===== config.mk =====
export PLATFORM = sky130hd
export DESIGN_NAME = rr_trace_marshaller2_flat
export DESIGN_NICKNAME = d
export VERILOG_FILES = /design/src/rtl/rr_trace_marshaller2_if.sv /design/src/rtl/rr_trace_marshaller2.sv /design/src/flat_wrapper.sv
export SDC_FILE = /design/constraint.sdc
export NUM_CORES = 1
export LEC_CHECK = 0
export BUFFER_PORTS_ARGS = -buffer_cell sky130_fd_sc_hd__buf_4
export CAP_MARGIN = 10
export CORE_ASPECT_RATIO = 1.4
export CORE_UTILIZATION = 54
export DETAILED_ROUTE_END_ITERATION = 10
export GPL_TIMING_DRIVEN = 0
export PLACE_DENSITY_LB_ADDON = 0.3
export SYNTH_ARGS = -nofsm -noshare
export SYNTH_HDL_FRONTEND = slang
export SYNTH_SLANG_ARGS = --single-unit

===== constraint.sdc =====
create_clock -name clk -period 1.8 [get_ports clk]
set_input_delay 0.36 -clock clk [delete_from_list [all_inputs] [get_ports clk]]
set_output_delay 0.36 -clock clk [all_outputs]
set_load 0.05 [all_outputs]

===== src/rtl/rr_trace_marshaller2_if.sv =====
// Packed trace bus carrying one marshaller side (or the merged output).
//   valid       source -> sink   packet valid
//   ready       sink -> source   packet accepted when valid & ready
//   logb_valid  source -> sink   per-channel logb valid, LOGB_CNT bits
//   logb_data   source -> sink   compacted payload, LSB-aligned, DATA_W bits
//   loge_valid  source -> sink   loge bits, LOGE_CNT bits
// master = producer of the packet, slave = consumer.
interface rr_trace_marshaller2_if #(
  parameter int unsigned LOGB_CNT = 2,
  parameter int unsigned DATA_W   = 24,
  parameter int unsigned LOGE_CNT = 2
);
  logic                valid;
  logic                ready;
  logic [LOGB_CNT-1:0] logb_valid;
  logic [DATA_W-1:0]   logb_data;
  logic [LOGE_CNT-1:0] loge_valid;

  modport master (
    output valid, logb_valid, logb_data, loge_valid,
    input  ready
  );

  modport slave (
    input  valid, logb_valid, logb_data, loge_valid,
    output ready
  );
endinterface


===== src/rtl/rr_trace_marshaller2.sv =====
// rr_trace_marshaller2: binary node of the record-side trace encoder tree.
// Joins packed trace bus A (low channels) and B (high channels) into one bus.
// B's compacted payload is shifted down to sit directly after A's valid payload;
// logb/loge valid vectors are concatenated as {B, A}.
//
// Ports:
//   clk       clock
//   rstn      synchronous reset, active-low
//   skew_err  sticky skew violation (present only with RR_MARSHALLER_SKEW_CHECK_EN)
//   a_bus     slave,  side A: LOGB_LEFT_CNT  logb bits, LW data bits, LOGE_LEFT_CNT loge bits
//   b_bus     slave,  side B: LOGB_RIGHT_CNT logb bits, RW data bits, LOGE_RIGHT_CNT loge bits
//   out_bus   master, merged: L+R logb bits, FW data bits, LEL+LER loge bits
//
// Optional feature macro: RR_MARSHALLER_SKEW_CHECK_EN
//   When defined, a saturating counter tracks consecutive cycles in which exactly
//   one holding register is full; skew_err sets (sticky) when it reaches SKEW_LIMIT.
module rr_trace_marshaller2 #(
  parameter int unsigned LOGB_LEFT_CNT         = 2,
  parameter int unsigned LOGB_RIGHT_CNT        = 2,
  parameter int unsigned RR_CHANNEL_WIDTH_BITS = 16,
  parameter bit [LOGB_LEFT_CNT+LOGB_RIGHT_CNT-1:0][RR_CHANNEL_WIDTH_BITS-1:0] CHANNEL_WIDTHS =
    {16'd64, 16'd32, 16'd16, 16'd8},
  parameter int unsigned LOGE_LEFT_CNT         = 2,
  parameter int unsigned LOGE_RIGHT_CNT        = 2
`ifdef RR_MARSHALLER_SKEW_CHECK_EN
  , parameter int unsigned SKEW_LIMIT          = 64
`endif
) (
  input  logic                        clk,
  input  logic                        rstn,
`ifdef RR_MARSHALLER_SKEW_CHECK_EN
  output logic                        skew_err,
`endif
  rr_trace_marshaller2_if.slave       a_bus,
  rr_trace_marshaller2_if.slave       b_bus,
  rr_trace_marshaller2_if.master      out_bus
);

  function automatic int unsigned width_sum(int unsigned lo, int unsigned cnt);
    int unsigned s;
    s = 0;
    for (int unsigned i = 0; i < cnt; i++) s += 32'(CHANNEL_WIDTHS[lo + i]);
    return s;
  endfunction

  localparam int unsigned LC = LOGB_LEFT_CNT + LOGB_RIGHT_CNT;
  localparam int unsigned EC = LOGE_LEFT_CNT + LOGE_RIGHT_CNT;
  localparam int unsigned LW = width_sum(0, LOGB_LEFT_CNT);
  localparam int unsigned RW = width_sum(LOGB_LEFT_CNT, LOGB_RIGHT_CNT);
  localparam int unsigned FW = LW + RW;
  localparam int unsigned OW = $clog2(FW + 1);

  // Holding registers, one per side
  logic                      ha_full, hb_full;
  logic [LOGB_LEFT_CNT-1:0]  ha_lv;
  logic [LOGB_RIGHT_CNT-1:0] hb_lv;
  logic [LW-1:0]             ha_data;
  logic [RW-1:0]             hb_data;
  logic [LOGE_LEFT_CNT-1:0]  ha_le;
  logic [LOGE_RIGHT_CNT-1:0] hb_le;

  // Output register
  logic                      out_valid_q;
  logic [LC-1:0]             out_lv_q;
  logic [FW-1:0]             out_data_q;
  logic [EC-1:0]             out_le_q;

  logic                      fire;
  logic [OW-1:0]             len_l;
  logic [FW-1:0]             merged;

  assign fire        = ha_full & hb_full & (~out_valid_q | out_bus.ready);
  assign a_bus.ready = ~ha_full | fire;
  assign b_bus.ready = ~hb_full | fire;

  // Payload length of A: sum of widths of its valid channels
  always_comb begin
    len_l = '0;
    for (int unsigned i = 0; i < LOGB_LEFT_CNT; i++)
      if (ha_lv[i]) len_l = len_l + OW'(CHANNEL_WIDTHS[i]);
  end

  // Inputs are zero above their payload length, so OR-ing needs no mask
  assign merged = FW'(ha_data) | (FW'(hb_data) << len_l);

  always_ff @(posedge clk) begin
    if (!rstn) begin
      ha_full <= 1'b0;
      ha_lv   <= '0;
      ha_data <= '0;
      ha_le   <= '0;
    end else if (a_bus.valid && a_bus.ready) begin
      ha_full <= 1'b1;
      ha_lv   <= a_bus.logb_valid;
      ha_data <= a_bus.logb_data;
      ha_le   <= a_bus.loge_valid;
    end else if (fire) begin
      ha_full <= 1'b0;
    end
  end

  always_ff @(posedge clk) begin
    if (!rstn) begin
      hb_full <= 1'b0;
      hb_lv   <= '0;
      hb_data <= '0;
      hb_le   <= '0;
    end else if (b_bus.valid && b_bus.ready) begin
      hb_full <= 1'b1;
      hb_lv   <= b_bus.logb_valid;
      hb_data <= b_bus.logb_data;
      hb_le   <= b_bus.loge_valid;
    end else if (fire) begin
      hb_full <= 1'b0;
    end
  end

  always_ff @(posedge clk) begin
    if (!rstn) begin
      out_valid_q <= 1'b0;
      out_lv_q    <= '0;
      out_data_q  <= '0;
      out_le_q    <= '0;
    end else if (fire) begin
      out_valid_q <= 1'b1;
      out_lv_q    <= {hb_lv, ha_lv};
      out_data_q  <= merged;
      out_le_q    <= {hb_le, ha_le};
    end else if (out_bus.ready) begin
      out_valid_q <= 1'b0;
    end
  end

  assign out_bus.valid      = out_valid_q;
  assign out_bus.logb_valid = out_lv_q;
  assign out_bus.logb_data  = out_data_q;
  assign out_bus.loge_valid = out_le_q;

`ifdef RR_MARSHALLER_SKEW_CHECK_EN
  localparam int unsigned SCW = $clog2(SKEW_LIMIT + 1);

  logic [SCW-1:0] skew_cnt, skew_cnt_nxt;

  always_comb begin
    skew_cnt_nxt = '0;
    if (ha_full ^ hb_full) begin
      if (skew_cnt == SCW'(SKEW_LIMIT)) skew_cnt_nxt = skew_cnt;
      else                              skew_cnt_nxt = skew_cnt + 1'b1;
    end
  end

  always_ff @(posedge clk) begin
    if (!rstn) begin
      skew_cnt <= '0;
      skew_err <= 1'b0;
    end else begin
      skew_cnt <= skew_cnt_nxt;
      if (skew_cnt_nxt == SCW'(SKEW_LIMIT)) skew_err <= 1'b1;
    end
  end
`endif

endmodule


===== src/flat_wrapper.sv =====
// flat-port wrapper written by rule: the top's interface ports become plain ports
module rr_trace_marshaller2_flat 
#(
  parameter int unsigned LOGB_LEFT_CNT         = 2,
  parameter int unsigned LOGB_RIGHT_CNT        = 2,
  parameter int unsigned RR_CHANNEL_WIDTH_BITS = 16,
  parameter bit [LOGB_LEFT_CNT+LOGB_RIGHT_CNT-1:0][RR_CHANNEL_WIDTH_BITS-1:0] CHANNEL_WIDTHS =
    {16'd64, 16'd32, 16'd16, 16'd8},
  parameter int unsigned LOGE_LEFT_CNT         = 2,
  parameter int unsigned LOGE_RIGHT_CNT        = 2

)
  (clk, rstn, a_bus_valid, a_bus_logb_valid, a_bus_logb_data, a_bus_loge_valid, a_bus_ready, b_bus_valid, b_bus_logb_valid, b_bus_logb_data, b_bus_loge_valid, b_bus_ready, out_bus_valid, out_bus_logb_valid, out_bus_logb_data, out_bus_loge_valid, out_bus_ready);
  rr_trace_marshaller2_if #(.LOGB_CNT(2), .DATA_W(24), .LOGE_CNT(2)) a_bus_i ();
  rr_trace_marshaller2_if #(.LOGB_CNT(2), .DATA_W(96), .LOGE_CNT(2)) b_bus_i ();
  rr_trace_marshaller2_if #(.LOGB_CNT(4), .DATA_W(120), .LOGE_CNT(4)) out_bus_i ();
  input  logic clk;
  input  logic rstn;
  input wire logic [$bits(a_bus_i.valid)-1:0] a_bus_valid;
  input wire logic [$bits(a_bus_i.logb_valid)-1:0] a_bus_logb_valid;
  input wire logic [$bits(a_bus_i.logb_data)-1:0] a_bus_logb_data;
  input wire logic [$bits(a_bus_i.loge_valid)-1:0] a_bus_loge_valid;
  output wire logic [$bits(a_bus_i.ready)-1:0] a_bus_ready;
  input wire logic [$bits(b_bus_i.valid)-1:0] b_bus_valid;
  input wire logic [$bits(b_bus_i.logb_valid)-1:0] b_bus_logb_valid;
  input wire logic [$bits(b_bus_i.logb_data)-1:0] b_bus_logb_data;
  input wire logic [$bits(b_bus_i.loge_valid)-1:0] b_bus_loge_valid;
  output wire logic [$bits(b_bus_i.ready)-1:0] b_bus_ready;
  output wire logic [$bits(out_bus_i.valid)-1:0] out_bus_valid;
  output wire logic [$bits(out_bus_i.logb_valid)-1:0] out_bus_logb_valid;
  output wire logic [$bits(out_bus_i.logb_data)-1:0] out_bus_logb_data;
  output wire logic [$bits(out_bus_i.loge_valid)-1:0] out_bus_loge_valid;
  input wire logic [$bits(out_bus_i.ready)-1:0] out_bus_ready;
  assign a_bus_i.valid = a_bus_valid;
  assign a_bus_i.logb_valid = a_bus_logb_valid;
  assign a_bus_i.logb_data = a_bus_logb_data;
  assign a_bus_i.loge_valid = a_bus_loge_valid;
  assign a_bus_ready = a_bus_i.ready;
  assign b_bus_i.valid = b_bus_valid;
  assign b_bus_i.logb_valid = b_bus_logb_valid;
  assign b_bus_i.logb_data = b_bus_logb_data;
  assign b_bus_i.loge_valid = b_bus_loge_valid;
  assign b_bus_ready = b_bus_i.ready;
  assign out_bus_valid = out_bus_i.valid;
  assign out_bus_logb_valid = out_bus_i.logb_valid;
  assign out_bus_logb_data = out_bus_i.logb_data;
  assign out_bus_loge_valid = out_bus_i.loge_valid;
  assign out_bus_i.ready = out_bus_ready;
  rr_trace_marshaller2 #(.LOGB_LEFT_CNT(LOGB_LEFT_CNT), .LOGB_RIGHT_CNT(LOGB_RIGHT_CNT), .RR_CHANNEL_WIDTH_BITS(RR_CHANNEL_WIDTH_BITS), .CHANNEL_WIDTHS(CHANNEL_WIDTHS), .LOGE_LEFT_CNT(LOGE_LEFT_CNT), .LOGE_RIGHT_CNT(LOGE_RIGHT_CNT)) u_core (.clk(clk), .rstn(rstn), .a_bus(a_bus_i), .b_bus(b_bus_i), .out_bus(out_bus_i));
endmodule

======== Word level (Yosys, flattened, before mapping) ========
Cells that the tools add are included.
word-level totals
  flip-flop bits (word level) ............. 259
  word-level logic and storage cells ...... 35
  memory bits (writable) .................. 0
  ROM bits ................................ 0
  bits in latches ......................... 0
  output and inout port bits .............. 131
  memories ................................ 0
cells by class
  bitwise gates (word level) .............. 9
  multipliers ............................. 0
  $add $sub $neg .......................... 1
  order comparisons ....................... 0
  reductions and logical operators ........ 5
  divide/modulo/power cells ............... 0
  mux-type cells .......................... 7
  shift operators ......................... 1
  eq/ne operators ......................... 0
operator list
  operator               count
  $or A24 B120 Y120      1
  $shl A96 B7 Y120       1
  $mux W7                1
  $add A4 B5 Y6 const B  1
  $reduce_bool A2 Y1     3
  $mux W1                5
  $mux W4                1
  $not A1 Y1             3
  $or A1 B1 Y1           3
  $and A1 B1 Y1          2
  $logic_and A1 B1 Y1    2

======== Longest topological paths before layout ========
Gate-level depths: netlist of the first run.
  depth in word-level cells ............... 6
  mapped depth ............................ 7

======== Least setup slack after synthesis of the first run ========
OpenSTA, ideal clock, no wires.
  path type ............................... reg2out
  from .................................... reg u_core.out_valid_q, in the netlist u_core.out_bus.valid
  to ...................................... out a_bus_ready
  data required time ...................... 1.440 ns
  setup slack ............................. -0.502 ns
  cell stages (with the launch flop) ...... 7
  arrival ................................. 1.942 ns
  cell sequence ........................... dfxtp_1 nor2b_1 or2_1 buf_6 buf_2 buf_1 nand2_1
between the ends
  word-level cells in the longest chain between the ends .. 4
ends and longest elaborated chain
  item                      line                         RTL
  start: declaration        rr_trace_marshaller2.sv:63   logic out_valid_q;
  start signal: assignment  rr_trace_marshaller2.sv:120  out_valid_q <= 1'b0;
  start signal: assignment  rr_trace_marshaller2.sv:125  out_valid_q <= 1'b1;
  start signal: assignment  rr_trace_marshaller2.sv:130  out_valid_q <= 1'b0;
  $not A1 Y1                rr_trace_marshaller2.sv:72   assign fire = ha_full & hb_full & (~out_valid_q | out_bus.ready);
  $or A1 B1 Y1              rr_trace_marshaller2.sv:72
  $and A1 B1 Y1             rr_trace_marshaller2.sv:72
  $or A1 B1 Y1              rr_trace_marshaller2.sv:73   assign a_bus.ready = ~ha_full | fire;
  end: declaration          flat_wrapper.sv:23           output wire logic [$bits(a_bus_i.ready)-1:0] a_bus_ready;
No other way between the ends.

======== Final worst setup path of the first run ========
  from .................................... reg u_core.out_valid_q, in the netlist u_core.out_bus.valid
  to ...................................... out b_bus_ready
between the ends
  word-level cells in the longest chain between the ends .. 4
ends and longest elaborated chain
  item              line                        RTL
  $not A1 Y1        rr_trace_marshaller2.sv:72
  $or A1 B1 Y1      rr_trace_marshaller2.sv:72
  $and A1 B1 Y1     rr_trace_marshaller2.sv:72
  $or A1 B1 Y1      rr_trace_marshaller2.sv:74  assign b_bus.ready = ~hb_full | fire;
  end: declaration  flat_wrapper.sv:28          output wire logic [$bits(b_bus_i.ready)-1:0] b_bus_ready;
No other way between the ends.

==> insert_results.sql, run 1 <==
INSERT INTO impl_metrics (metric_group, metric, value, unit) VALUES
('clocking', 'cts_buffers', '25', ''),
('timing', 'report.final.setup_viol', '102', ''),
('power', 'sw_frac_of_total', '27.73', '%'),
('die', 'initial_utilization', '54.90', '%'),
('die', 'die-height', '175.4', 'microns'),
('global_routing', 'first_global_vias', '10790', ''),
('power', 'static-leakage-power', '6.570', 'nW'),
('yosys', 'synth-seq-cells', '259', ''),
('place', 'place_ws', '-0.4624', 'ns'),
('outcome', 'run_status', 'complete, but fails checks', ''),
('timing', 'layout_setup_ws', '-0.1726', 'ns'),
('hold_path', 'timing.hold.worst_endpoint', 'u_core.hb_full$_SDFFE_PN0P_', ''),
('global_routing', 'antenna_found_initial', '0', ''),
('global_routing', 'grt_pass1_wl', '58900', 'microns'),
('timing', 'finalCriticalPeriod', '1.973', 'ns'),
('yosys', 'ys_top_cells_by_area', 'sky130_fd_sc_hd__dfxtp_1 45%, sky130_fd_sc_hd__mux2i_1 16%, sky130_fd_sc_hd__nand2_1 11%, sky130_fd_sc_hd__o21ai_0 4.7%, sky130_fd_sc_hd__mux2_2 4.7%', ''),
('die', 'rows', '63', ''),
('timing', 'drv_slew', '0', ''),
('yosys', 'synthArstFlopShare', '0', '%'),
('layout', 'antenna_cells_inserted', '0', ''),
('route', 'drt_iter0_markers', '971', ''),
('timing', 'slew-limit-headroom', '31.74', '%'),
('global_routing', 'grt_use_total', '34.65', '%'),
('clocking', 'tritoncts', 'yes', ''),
('setup_path', 'endpoint_kind', 'output pin', ''),
('route', 'drc', '0', ''),
('yosys', 'synth_most_common_cell', 'sky130_fd_sc_hd__nand2_1', ''),
('route', 'final_ant_viol_nets', '0', ''),
('layout', 'fillers', '1639', ''),
('layout', 'fin_area', '15350', 'sq um'),
('place', 'globalplace.congestion', '0.9434', ''),
('timing', 'tightest_slew', '1.024', 'ns'),
('setup_path', 'worstPathRequired', '1.44', 'ns'),
('layout', 'layout.core_utilization', '72.68', '%'),
('yosys', 'post_synth_inst_count', '1332', ''),
('setup_path', 'worst_endpoint_data_arrival_time', '1.61', 'ns'),
('yosys', 'sequential_cell_area_fraction_in_the_yosys_report', '44.71', '%'),
('route', 'drt_pre_antenna_iters', '5', ''),
('route', 'routed_via_density', '5.765', ''),
('yosys', 'yosysWarnings', '0', ''),
('global_routing', 'grt_overflow', '0', ''),
('layout', 'synthToLayoutAreaGrowth', '32.39', '%'),
('timing', 'fmax', '506.9', 'MHz'),
('route', 'post_drt_wl_per_cell', '20.75', 'microns'),
('route', 'route.vias.total', '11100', ''),
('clocking', 'clk_root_buffer_cell', 'sky130_fd_sc_hd__clkbuf_16', ''),
('die', 'fp.coreArea', '21130', 'sq um'),
('place', 'buffer_ports.inserted', '262', ''),
('hold_path', 'hp-start', 'b_bus_valid', ''),
('power', 'power.density', '920.7', 'nW/um^2'),
('setup_path', 'worst-r2r-cell-count', '8', ''),
('yosys', 'netlist.top_cell.by_area', 'sky130_fd_sc_hd__dfxtp_1', ''),
('timing', 'min_period_over_period', '109.6', '%'),
('place', 'placed_cell_area', '13900', 'sq um'),
('clocking', 'htreeDepth', '1', ''),
('timing', 'totalNegativeSetupSlack', '-9.368', 'ns'),
('timing', 'timing_hold_violations_final', '0', ''),
('yosys', 'post_synthesis_cell_area', '11600', 'sq um'),
('clocking', 'post_cts_hold_buffer_count', '0', ''),
('outcome', 'violations', 'setup timing', ''),
('hold_path', 'min_delay_path_depth', '3', ''),
('setup_path', 'crit-reg2reg-launch', 'u_core.out_bus.valid$_SDFFE_PN0P_', ''),
('setup_path', 'worst_reg2reg_path_endpoint', 'u_core.hb_data[4]$_SDFFE_PN0P_', ''),
('clocking', 'clk_transition_reported_paths', '0.07', 'ns'),
('power', 'share_clk_of_total_power', '38.8', '%'),
('global_routing', 'maximum_number_of_pins_on_one_net_before_global_route_repair', '15', ''),
('yosys', 'synth.lib_cells_used.distinct', '28', ''),
('clocking', 'cts.sink_count', '259', ''),
('yosys', 'synth.net_count', '1465', ''),
('yosys', 'synth-main-ff-cell', 'sky130_fd_sc_hd__dfxtp_1', ''),
('place', 'hpwlAfterDp', '29560', 'microns');
worst max-delay path by stage:
stage	end	slack (ns)	cells after the start
6_report	b_bus_ready	-0.17	5
3_5_place_dp	a_bus_ready	-0.46	8
4_1_cts	b_bus_ready	-0.33	7
5_1_grt	b_bus_ready	-0.21	5
3_3_place_gp	a_bus_ready	-0.41	8
2_1_floorplan	a_bus_ready	-0.05	6
flip-flops by register name (all words and copies together) (netlist names), 4 cells and up:
name / count
u_core.out_bus.logb_data: 120
u_core.out_bus.logb_valid: 4
u_core.hb_data: 96
u_core.ha_data: 24
u_core.out_bus.loge_valid: 4
logic make-up (layout without fill, tap and decap cells):
family	count (synthesis)	in the layout	synth area share, %
AND/OR/NAND/NOR	516	516	18.49
flip-flops	259	259	44.71
multiplexers	232	232	20.54
AO/OA/AOI/OAI	205	205	10.31
buffers and inverters	120	454	5.944
stage by stage:
stage          power, mW  cells
2_1_floorplan      7.696   1332
3_3_place_gp       8.484   1854
4_1_cts            13.92   1907
3_5_place_dp       8.519   1854
5_1_grt            14.54   1926
6_report           14.14   1926
layer usage:
layer	track usage, %	vias to the layer above	share of wire, %
met5	0	-	0
met4	22.49	0	6.5
met3	5.422	150	6.8
met2	60.74	561	49
met1	39.07	5215	37
li1	-	5178	-
placed cells by master, fill, tap and decap left out, types with 11 or more instances in the layout:
cell type,Yosys,layout
sky130_fd_sc_hd__a21boi_0,24,24
sky130_fd_sc_hd__a21oi_1,43,43
sky130_fd_sc_hd__buf_1,17,14
sky130_fd_sc_hd__buf_12,11,13
sky130_fd_sc_hd__buf_2,11,12
sky130_fd_sc_hd__buf_4,2,280
sky130_fd_sc_hd__clkbuf_1,74,54
sky130_fd_sc_hd__clkbuf_16,0,34
sky130_fd_sc_hd__clkbuf_2,1,20
sky130_fd_sc_hd__dfxtp_1,259,256
sky130_fd_sc_hd__mux2_2,48,48
sky130_fd_sc_hd__mux2i_1,184,175
sky130_fd_sc_hd__nand2_1,340,338
sky130_fd_sc_hd__nand3_1,72,72
sky130_fd_sc_hd__nand3b_1,16,16
sky130_fd_sc_hd__nor2_1,57,57
sky130_fd_sc_hd__nor3_1,16,11
sky130_fd_sc_hd__o2111ai_1,16,16
sky130_fd_sc_hd__o21ai_0,109,102
repair_timing:
item,in CTS,in global routing
setup buffers,7,13
gates cloned,1,9
gates resized for setup,35,74
pin swaps,4,3
setup endpoints to repair,72,231
power by group through the flow:
stage / Clock (mW) / Combinational (mW) / Sequential [mW]
2_1_floorplan: 0 / 1.16 / 6.54
3_3_place_gp: 0 / 2.09 / 6.40
3_5_place_dp: 0 / 2.12 / 6.40
4_1_cts: 5.45 / 2.20 / 6.28
5_1_grt: 5.73 / 2.50 / 6.30
6_report: 5.48 / 2.36 / 6.30
critical path: stages, from the launching register on:
cell                      delay (ns)
sky130_fd_sc_hd__dfxtp_4        0.34
sky130_fd_sc_hd__nor2b_4        0.13
sky130_fd_sc_hd__or2_4          0.27
sky130_fd_sc_hd__buf_12         0.14
sky130_fd_sc_hd__nand2_4        0.06
sky130_fd_sc_hd__buf_8          0.14
layout make-up:
class                   instances  area [sq um]  area share [%]
well taps                     260         325.3           2.119
flip-flops and latches        259          5196           33.84
clock buffers                  37         760.7           4.955
clock inverters                 8         92.59          0.6030
repair buffers                292          2370           15.43
plain buffers                 117         745.7           4.857
multi-input cells             953          5863           38.19
No activity file was read; power rests on OpenSTA's default activity.
==> run 2: changes to the inputs <==
CORE_UTILIZATION = 56   (was 54)
CTS_BUF_LIST = sky130_fd_sc_hd__clkbuf_8   (was not set)
clock period = 1.9 ns   (was 1.8 ns; I/O delays follow)
==> insert_results.sql, run 2 (synthesized netlist as in run 1, its figures left out) <==
INSERT INTO impl_metrics (metric_group, metric, value, unit) VALUES
('power', 'sw_frac_of_total', '28.05', '%'),
('power', 'netSwitchingPower', '3.744', 'mW'),
('timing', 'hold_slack', '0.07801', 'ns'),
('timing', 'finalCriticalPeriod', '2.034', 'ns'),
('layout', 'finalNonFillerCells', '1922', ''),
('die', 'die-height', '172.3', 'microns'),
('global_routing', 'antenna_found_initial', '0', ''),
('place', 'hpwlAfterDp', '29590', 'microns'),
('layout', 'area_taken_by_flip_flops_and_latches', '5196', 'sq um'),
('setup_path', 'endpoint_kind', 'output pin', ''),
('layout', 'layout_commonest_cell', 'sky130_fd_sc_hd__nand2_1', ''),
('die', 'initial_utilization', '57.78', '%'),
('clocking', 'max_clock_buf_depth', '3', ''),
('clocking', 'htreeDepth', '2', ''),
('die', 'top_level_port_count', '264', ''),
('global_routing', 'grt_pass1_wl', '58230', 'microns'),
('die', 'fp.coreArea', '20070', 'sq um'),
('clocking', 'cts_buffers', '40', ''),
('die', 'rows', '61', ''),
('clocking', 'clk_root_buffer_cell', 'sky130_fd_sc_hd__clkbuf_8', ''),
('layout', 'synthToLayoutAreaGrowth', '29.04', '%'),
('power', 'ir_worst_vdd', '0.0006420', 'V'),
('die', 'dieWidth', '123.6', 'microns'),
('layout', 'multi_input_comb_area', '5804', 'sq um'),
('route', 'routed_via_density', '5.796', ''),
('global_routing', 'maximum_number_of_pins_on_one_net_before_global_route_repair', '11', ''),
('setup_path', 'crit_path_cell_trace', 'nor2b_4 -> or2_4 -> buf_12 -> nand2_8 -> buf_8', ''),
('run', 'maxCapViolations', '0', ''),
('timing', 'min_period_over_period', '107.0', '%'),
('route', 'detail_route.wirelength', '38980', 'microns'),
('timing', 'fmax', '491.7', 'MHz'),
('setup_path', 'crit_fanout', '3', ''),
('layout', 'layout_common_cells', '337 x sky130_fd_sc_hd__nand2_1, 267 x sky130_fd_sc_hd__buf_4, 256 x sky130_fd_sc_hd__dfxtp_1, 178 x sky130_fd_sc_hd__mux2i_1, 109 x sky130_fd_sc_hd__o21ai_0', ''),
('route', 'drt_iter0_markers', '787', ''),
('timing', 'layout_setup_ws', '-0.1339', 'ns'),
('route', 'final_ant_viol_nets', '0', ''),
('power', 'cell_int_power', '9.604', 'mW'),
('global_routing', 'grt_use_total', '36.43', '%'),
('layout', 'fillers', '1519', ''),
('power', 'power_frac_seq', '44.6', '%'),
('layout', 'net_count_final', '1773', ''),
('power', 'share_clk_of_total_power', '39.6', '%'),
('timing', 'timing_hold_violations_final', '0', ''),
('place', 'buffer_ports.inserted', '262', ''),
('timing', 'slew-limit-headroom', '37.46', '%'),
('power', 'static-leakage-power', '6.422', 'nW'),
('setup_path', 'criticalPathCategory', 'reg2out', ''),
('die', 'dieArea', '21300', 'sq um'),
('power', 'share_comb_of_total_power', '15.7', '%'),
('power', 'power.density', '891.9', 'nW/um^2'),
('setup_path', 'worstPathRequired', '1.52', 'ns'),
('setup_path', 'cp_slowest_cell', 'sky130_fd_sc_hd__dfxtp_4', ''),
('setup_path', 'worst_endpoint_data_arrival_time', '1.65', 'ns'),
('global_routing', 'grt_overflow', '0', ''),
('clocking', 'tritoncts', 'yes', ''),
('clocking', 'cts.sink_count', '259', ''),
('layout', 'drive_gt1_share', '25.81', '%'),
('route', 'post_drt_wl_per_cell', '20.28', 'microns'),
('clocking', 'clkLatencyLatePin', '0.55', 'ns'),
('route', 'drc', '0', ''),
('setup_path', 'setup.worst_path.start_class', 'flop', ''),
('timing', 'report.final.setup_viol', '2', ''),
('layout', 'largest_reg_flops', '120', ''),
('hold_path', 'timing.hold.worst.class', 'in2reg', ''),
('route', 'drt_pre_antenna_iters', '5', ''),
('place', 'dpl.cell_count', '1846', ''),
('route', 'route.vias.total', '11140', ''),
('outcome', 'run_status', 'complete, but fails checks', ''),
('global_routing', 'first_global_vias', '10720', ''),
('clocking', 'post_cts_hold_buffer_count', '0', ''),
('timing', 'skew', '0.02188', 'ns'),
('timing', 'tightest_slew', '0.9380', 'ns'),
('setup_path', 'worst_path_dominant_cell_family', 'simple AND/OR/NAND/NOR gates', ''),
('place', 'globalplace.congestion', '0.9907', ''),
('setup_path', 'regToRegSetupSlack', '0.07', 'ns'),
('setup_path', 'timing.critical_path.buf_inv', '2', ''),
('outcome', 'violations', 'setup timing', ''),
('timing', 'grt_setup_unrepaired', 'true', ''),
('layout', 'antenna_cells_inserted', '0', ''),
('clocking', 'clk_transition_reported_paths', '0.07', 'ns'),
('setup_path', 'slowest_delay', '0.35', 'ns'),
('timing', 'drv_slew', '0', '');
==> run 2: cell count changes in the layout (fill, tap and decap cells not counted), sizes merged <==
cell      previous run  this run
clkinvlp             1         0
clkbuf             119       128
buf                327       308
bufinv               2         5
inv                  0        12
==> run 2: per-stage QoR <==
step	power, mW	utilization (%)	worst slack [ns]	setup TNS, ns	cell area [sq um]
after global routing	13.74	74.56	-0.1428	-0.2823	14970
after global placement	8.041	69.20	-0.4911	-28.66	13890
final	13.35	74.56	-0.1339	-0.2593	14970
after CTS	13.30	74.46	-0.2883	-0.5763	14950
after floorplan	7.291	-	0.03349	0	11610
after detailed placement	8.073	69.20	-0.4968	-35.44	13890
==> run 2: routing by layer <==
layer	vias up	part of all wire, %	GRT usage, %
met5	-	0	0
met4	0	6.7	24.93
met3	152	7.1	6.497
met2	557	49	62.29
met1	5246	37	40.65
li1	5185	-	-
==> run 2: worst min-delay path, stage by stage <==
cell,delay [ns]
sky130_fd_sc_hd__buf_4,0.11
sky130_fd_sc_hd__nand2_1,0.05
sky130_fd_sc_hd__mux2i_1,0.05
==> run 2: path summary, 6_finish.rpt <==
kind                                          start                               to  cells past startpoint
setup reg to reg  u_core.out_bus.valid$_SDFFE_PN0P_  u_core.hb_data[91]$_SDFFE_PN0P_                      7
hold / removal                  b_bus_logb_data[66]  u_core.hb_data[66]$_SDFFE_PN0P_                      3
setup / recovery  u_core.out_bus.valid$_SDFFE_PN0P_                      b_bus_ready                      5
hold reg to reg      u_core.ha_data[9]$_SDFFE_PN0P_   u_core.ha_data[9]$_SDFFE_PN0P_                      2
==> run 2: power groups by stage <==
stage / Sequential, mW / Clock, mW / Combinational, mW
floorplan: 6.20 / 0 / 1.10
finish: 5.96 / 5.29 / 2.10
CTS: 5.94 / 5.30 / 2.07
global route: 5.97 / 5.53 / 2.24
detailed placement: 6.06 / 0 / 2.01
global placement: 6.06 / 0 / 1.98
==> run 2: area by class of cell <==
cell class | count | area share, %
Buffer | 118 | 4.774
Multi-Input combinational cell | 953 | 38.78
Timing Repair Buffer | 268 | 13.54
Clock inverter | 22 | 1.471
Sequential cell | 259 | 34.72
Clock buffer | 50 | 4.598
Tap cell | 252 | 2.107
==> run 2: timing repair <==
item,in CTS,in global routing
gates resized for setup,27,26
setup endpoints to repair,59,60
buffers inserted,6,0
pin swaps,3,2
==> run 3: changes to the inputs <==
CELL_PAD_IN_SITES_DETAIL_PLACEMENT = 0   (was not set)
CELL_PAD_IN_SITES_GLOBAL_PLACEMENT = 1   (was not set)
CORE_UTILIZATION = 42   (was 56)
==> insert_results.sql, run 3 (synthesized netlist as in run 1, its figures left out) <==
INSERT INTO impl_metrics (metric_group, metric, value, unit) VALUES
('timing', 'tightest_slew', '1.097', 'ns'),
('layout', 'area_taken_by_flip_flops_and_latches', '5196', 'sq um'),
('hold_path', 'hp-start', 'a_bus_logb_data[4]', ''),
('global_routing', 'first_global_vias', '10660', ''),
('power', 'static-leakage-power', '6.411', 'nW'),
('route', 'met3_length', '2568', 'microns'),
('timing', 'report.final.setup_viol', '2', ''),
('timing', 'grt_setup_unrepaired', 'true', ''),
('clocking', 'tritoncts', 'yes', ''),
('hold_path', 'timing.hold.worst.class', 'in2reg', ''),
('place', 'hpwlAfterDp', '31290', 'microns'),
('clocking', 'cts_buffers', '43', ''),
('place', 'globalplace.congestion', '0.9260', ''),
('route', 'wire_length_on_met1', '15810', 'microns'),
('die', 'initial_utilization', '42.94', '%'),
('timing', 'min_period_over_period', '105.8', '%'),
('layout', 'multi_input_comb_area', '5794', 'sq um'),
('setup_path', 'crit_fanout', '3', ''),
('setup_path', 'crit-reg2reg-launch', 'u_core.out_bus.valid$_SDFFE_PN0P_', ''),
('route', 'routed_via_density', '5.273', ''),
('route', 'met2WireLength', '20150', 'microns'),
('timing', 'fmax', '497.7', 'MHz'),
('clocking', 'clk_transition_reported_paths', '0.07', 'ns'),
('timing', 'timing_hold_violations_final', '0', ''),
('outcome', 'violations', 'setup timing', ''),
('setup_path', 'worstPathRequired', '1.52', 'ns'),
('route', 'post_drt_wl_per_cell', '19.88', 'microns'),
('clocking', 'clkLatencyLatePin', '0.55', 'ns'),
('clocking', 'cts.sink_count', '259', ''),
('global_routing', 'grt_overflow', '0', ''),
('run', 'maxCapViolations', '0', ''),
('setup_path', 'setup.worst_path.start_class', 'flop', ''),
('power', 'power.density', '863.5', 'nW/um^2'),
('layout', 'fillers', '2649', ''),
('layout', 'layout_commonest_cell', 'sky130_fd_sc_hd__nand2_1', ''),
('global_routing', 'antenna_found_initial', '1', ''),
('place', 'place_ws', '-0.4153', 'ns'),
('die', 'dieArea', '28290', 'sq um'),
('global_routing', 'grt_use_total', '28.49', '%'),
('timing', 'layout_setup_ws', '-0.1093', 'ns'),
('setup_path', 'worst_endpoint_data_arrival_time', '1.63', 'ns'),
('route', 'drt_pre_antenna_iters', '6', ''),
('layout', 'largest_reg_flops', '120', ''),
('layout', 'synthToLayoutAreaGrowth', '29.77', '%'),
('timing', 'slew-limit-headroom', '26.86', '%'),
('route', 'detail_route.wirelength', '40560', 'microns'),
('route', 'highest_layer', 'met4', ''),
('timing', 'drv_slew', '0', ''),
('layout', 'drive_gt1_share', '25.39', '%'),
('die', 'dieWidth', '142.4', 'microns'),
('global_routing', 'maximum_number_of_pins_on_one_net_before_global_route_repair', '18', ''),
('die', 'top_level_port_count', '264', ''),
('die', 'die-height', '198.6', 'microns'),
('clocking', 'clk_root_buffer_cell', 'sky130_fd_sc_hd__clkbuf_8', ''),
('place', 'buffer_ports.inserted', '262', ''),
('timing', 'finalCriticalPeriod', '2.009', 'ns'),
('clocking', 'max_clock_buf_depth', '3', ''),
('setup_path', 'criticalPathCategory', 'reg2out', ''),
('route', 'final_ant_viol_nets', '0', ''),
('setup_path', 'endpoint_kind', 'output pin', ''),
('die', 'rows', '71', ''),
('die', 'fp.coreArea', '27010', 'sq um'),
('clocking', 'post_cts_hold_buffer_count', '0', ''),
('layout', 'net_count_final', '1775', ''),
('power', 'ir_worst_vdd', '0.0004950', 'V'),
('setup_path', 'worst_setup_path_startpoint', 'u_core.out_bus.valid$_SDFFE_PN0P_', ''),
('timing', 'skew', '0.01670', 'ns'),
('clocking', 'htreeDepth', '2', ''),
('route', 'drc', '0', ''),
('layout', 'layout_common_cells', '338 x sky130_fd_sc_hd__nand2_1, 266 x sky130_fd_sc_hd__buf_4, 256 x sky130_fd_sc_hd__dfxtp_1, 181 x sky130_fd_sc_hd__mux2i_1, 109 x sky130_fd_sc_hd__o21ai_0', ''),
('outcome', 'run_status', 'complete, but fails checks', ''),
('route', 'route.vias.total', '10760', ''),
('global_routing', 'grt_pass1_wl', '60350', 'microns'),
('power', 'finalPower', '12.99', 'mW'),
('route', 'drt_iter0_markers', '750', '');
## run 3: cell types whose count changed in the layout (fill, tap and decap cells not counted), sizes merged
cell    before  now
clkinv       5    4
inv         12   16
bufinv       5    0
clkbuf     128  135
buf        308  307
diode        0    1
## run 3: path summary, 6_finish.rpt
path | end | slack, ns | depth (start not counted)
worst max register to register | u_core.out_bus.logb_data[51]$_SDFFE_PN0P_ | 0.02 | 6
worst min register to register | u_core.ha_data[4]$_SDFFE_PN0P_ | 0.46 | 2
worst max-delay path | b_bus_ready | -0.11 | 5
worst min-delay path | u_core.ha_data[4]$_SDFFE_PN0P_ | 0.08 | 3
## run 3: what timing repair did
action,in CTS,in global routing
setup buffers,5,0
resized for setup,26,17
setup endpoints to repair,50,191
pin swaps,3,1
## run 3: stage by stage
step                      instances  hold slack (ns)  instance area [sq um]  utilization (%)  TNS (ns)
after floorplan                1332           0.4345                  11610                -         0
after global routing           2040          0.06210                  15050            55.73   -0.8799
after global placement         1959           0.4429                  14030            51.96    -59.87
final                          2040          0.07638                  15050            55.73   -0.2173
after CTS                      2040          0.05415                  15030            55.66   -0.4695
after detailed placement       1959           0.4479                  14030            51.96    -60.55
## run 3: metal layers
layer | GRT usage (%) | vias up
met5 | 0 | -
met4 | 14.81 | 0
met3 | 5.224 | 106
met2 | 50.47 | 439
met1 | 32.36 | 5022
li1 | - | 5189
## run 3: where the power goes
group | switching, mW | total [mW] | internal [mW] | leakage [nW]
registers | 0.266 | 5.96 | 5.69 | 2.11
logic | 1.24 | 2.10 | 0.853 | 3.79
clock network | 2.26 | 4.94 | 2.67 | 0.511
total | 3.77 | 13.0 | 9.22 | 6.41
## run 3: area by class of cell
type	count	area share [%]
Antenna cell	1	0.01663
Buffer	118	4.731
Clock buffer	57	5.213
Clock inverter	20	0.5570
Multi-Input combinational cell	953	38.50
Sequential cell	259	34.53
Tap cell	365	3.035
Timing Repair Buffer	267	13.42
## run 3: worst max-delay path, cell delays in order (launching register included)
cell and delay, ns:
sky130_fd_sc_hd__dfxtp_4 0.34, sky130_fd_sc_hd__nor2b_4 0.13, sky130_fd_sc_hd__or2_4 0.27, sky130_fd_sc_hd__buf_12 0.14
sky130_fd_sc_hd__nand2_8 0.06, sky130_fd_sc_hd__buf_8 0.14
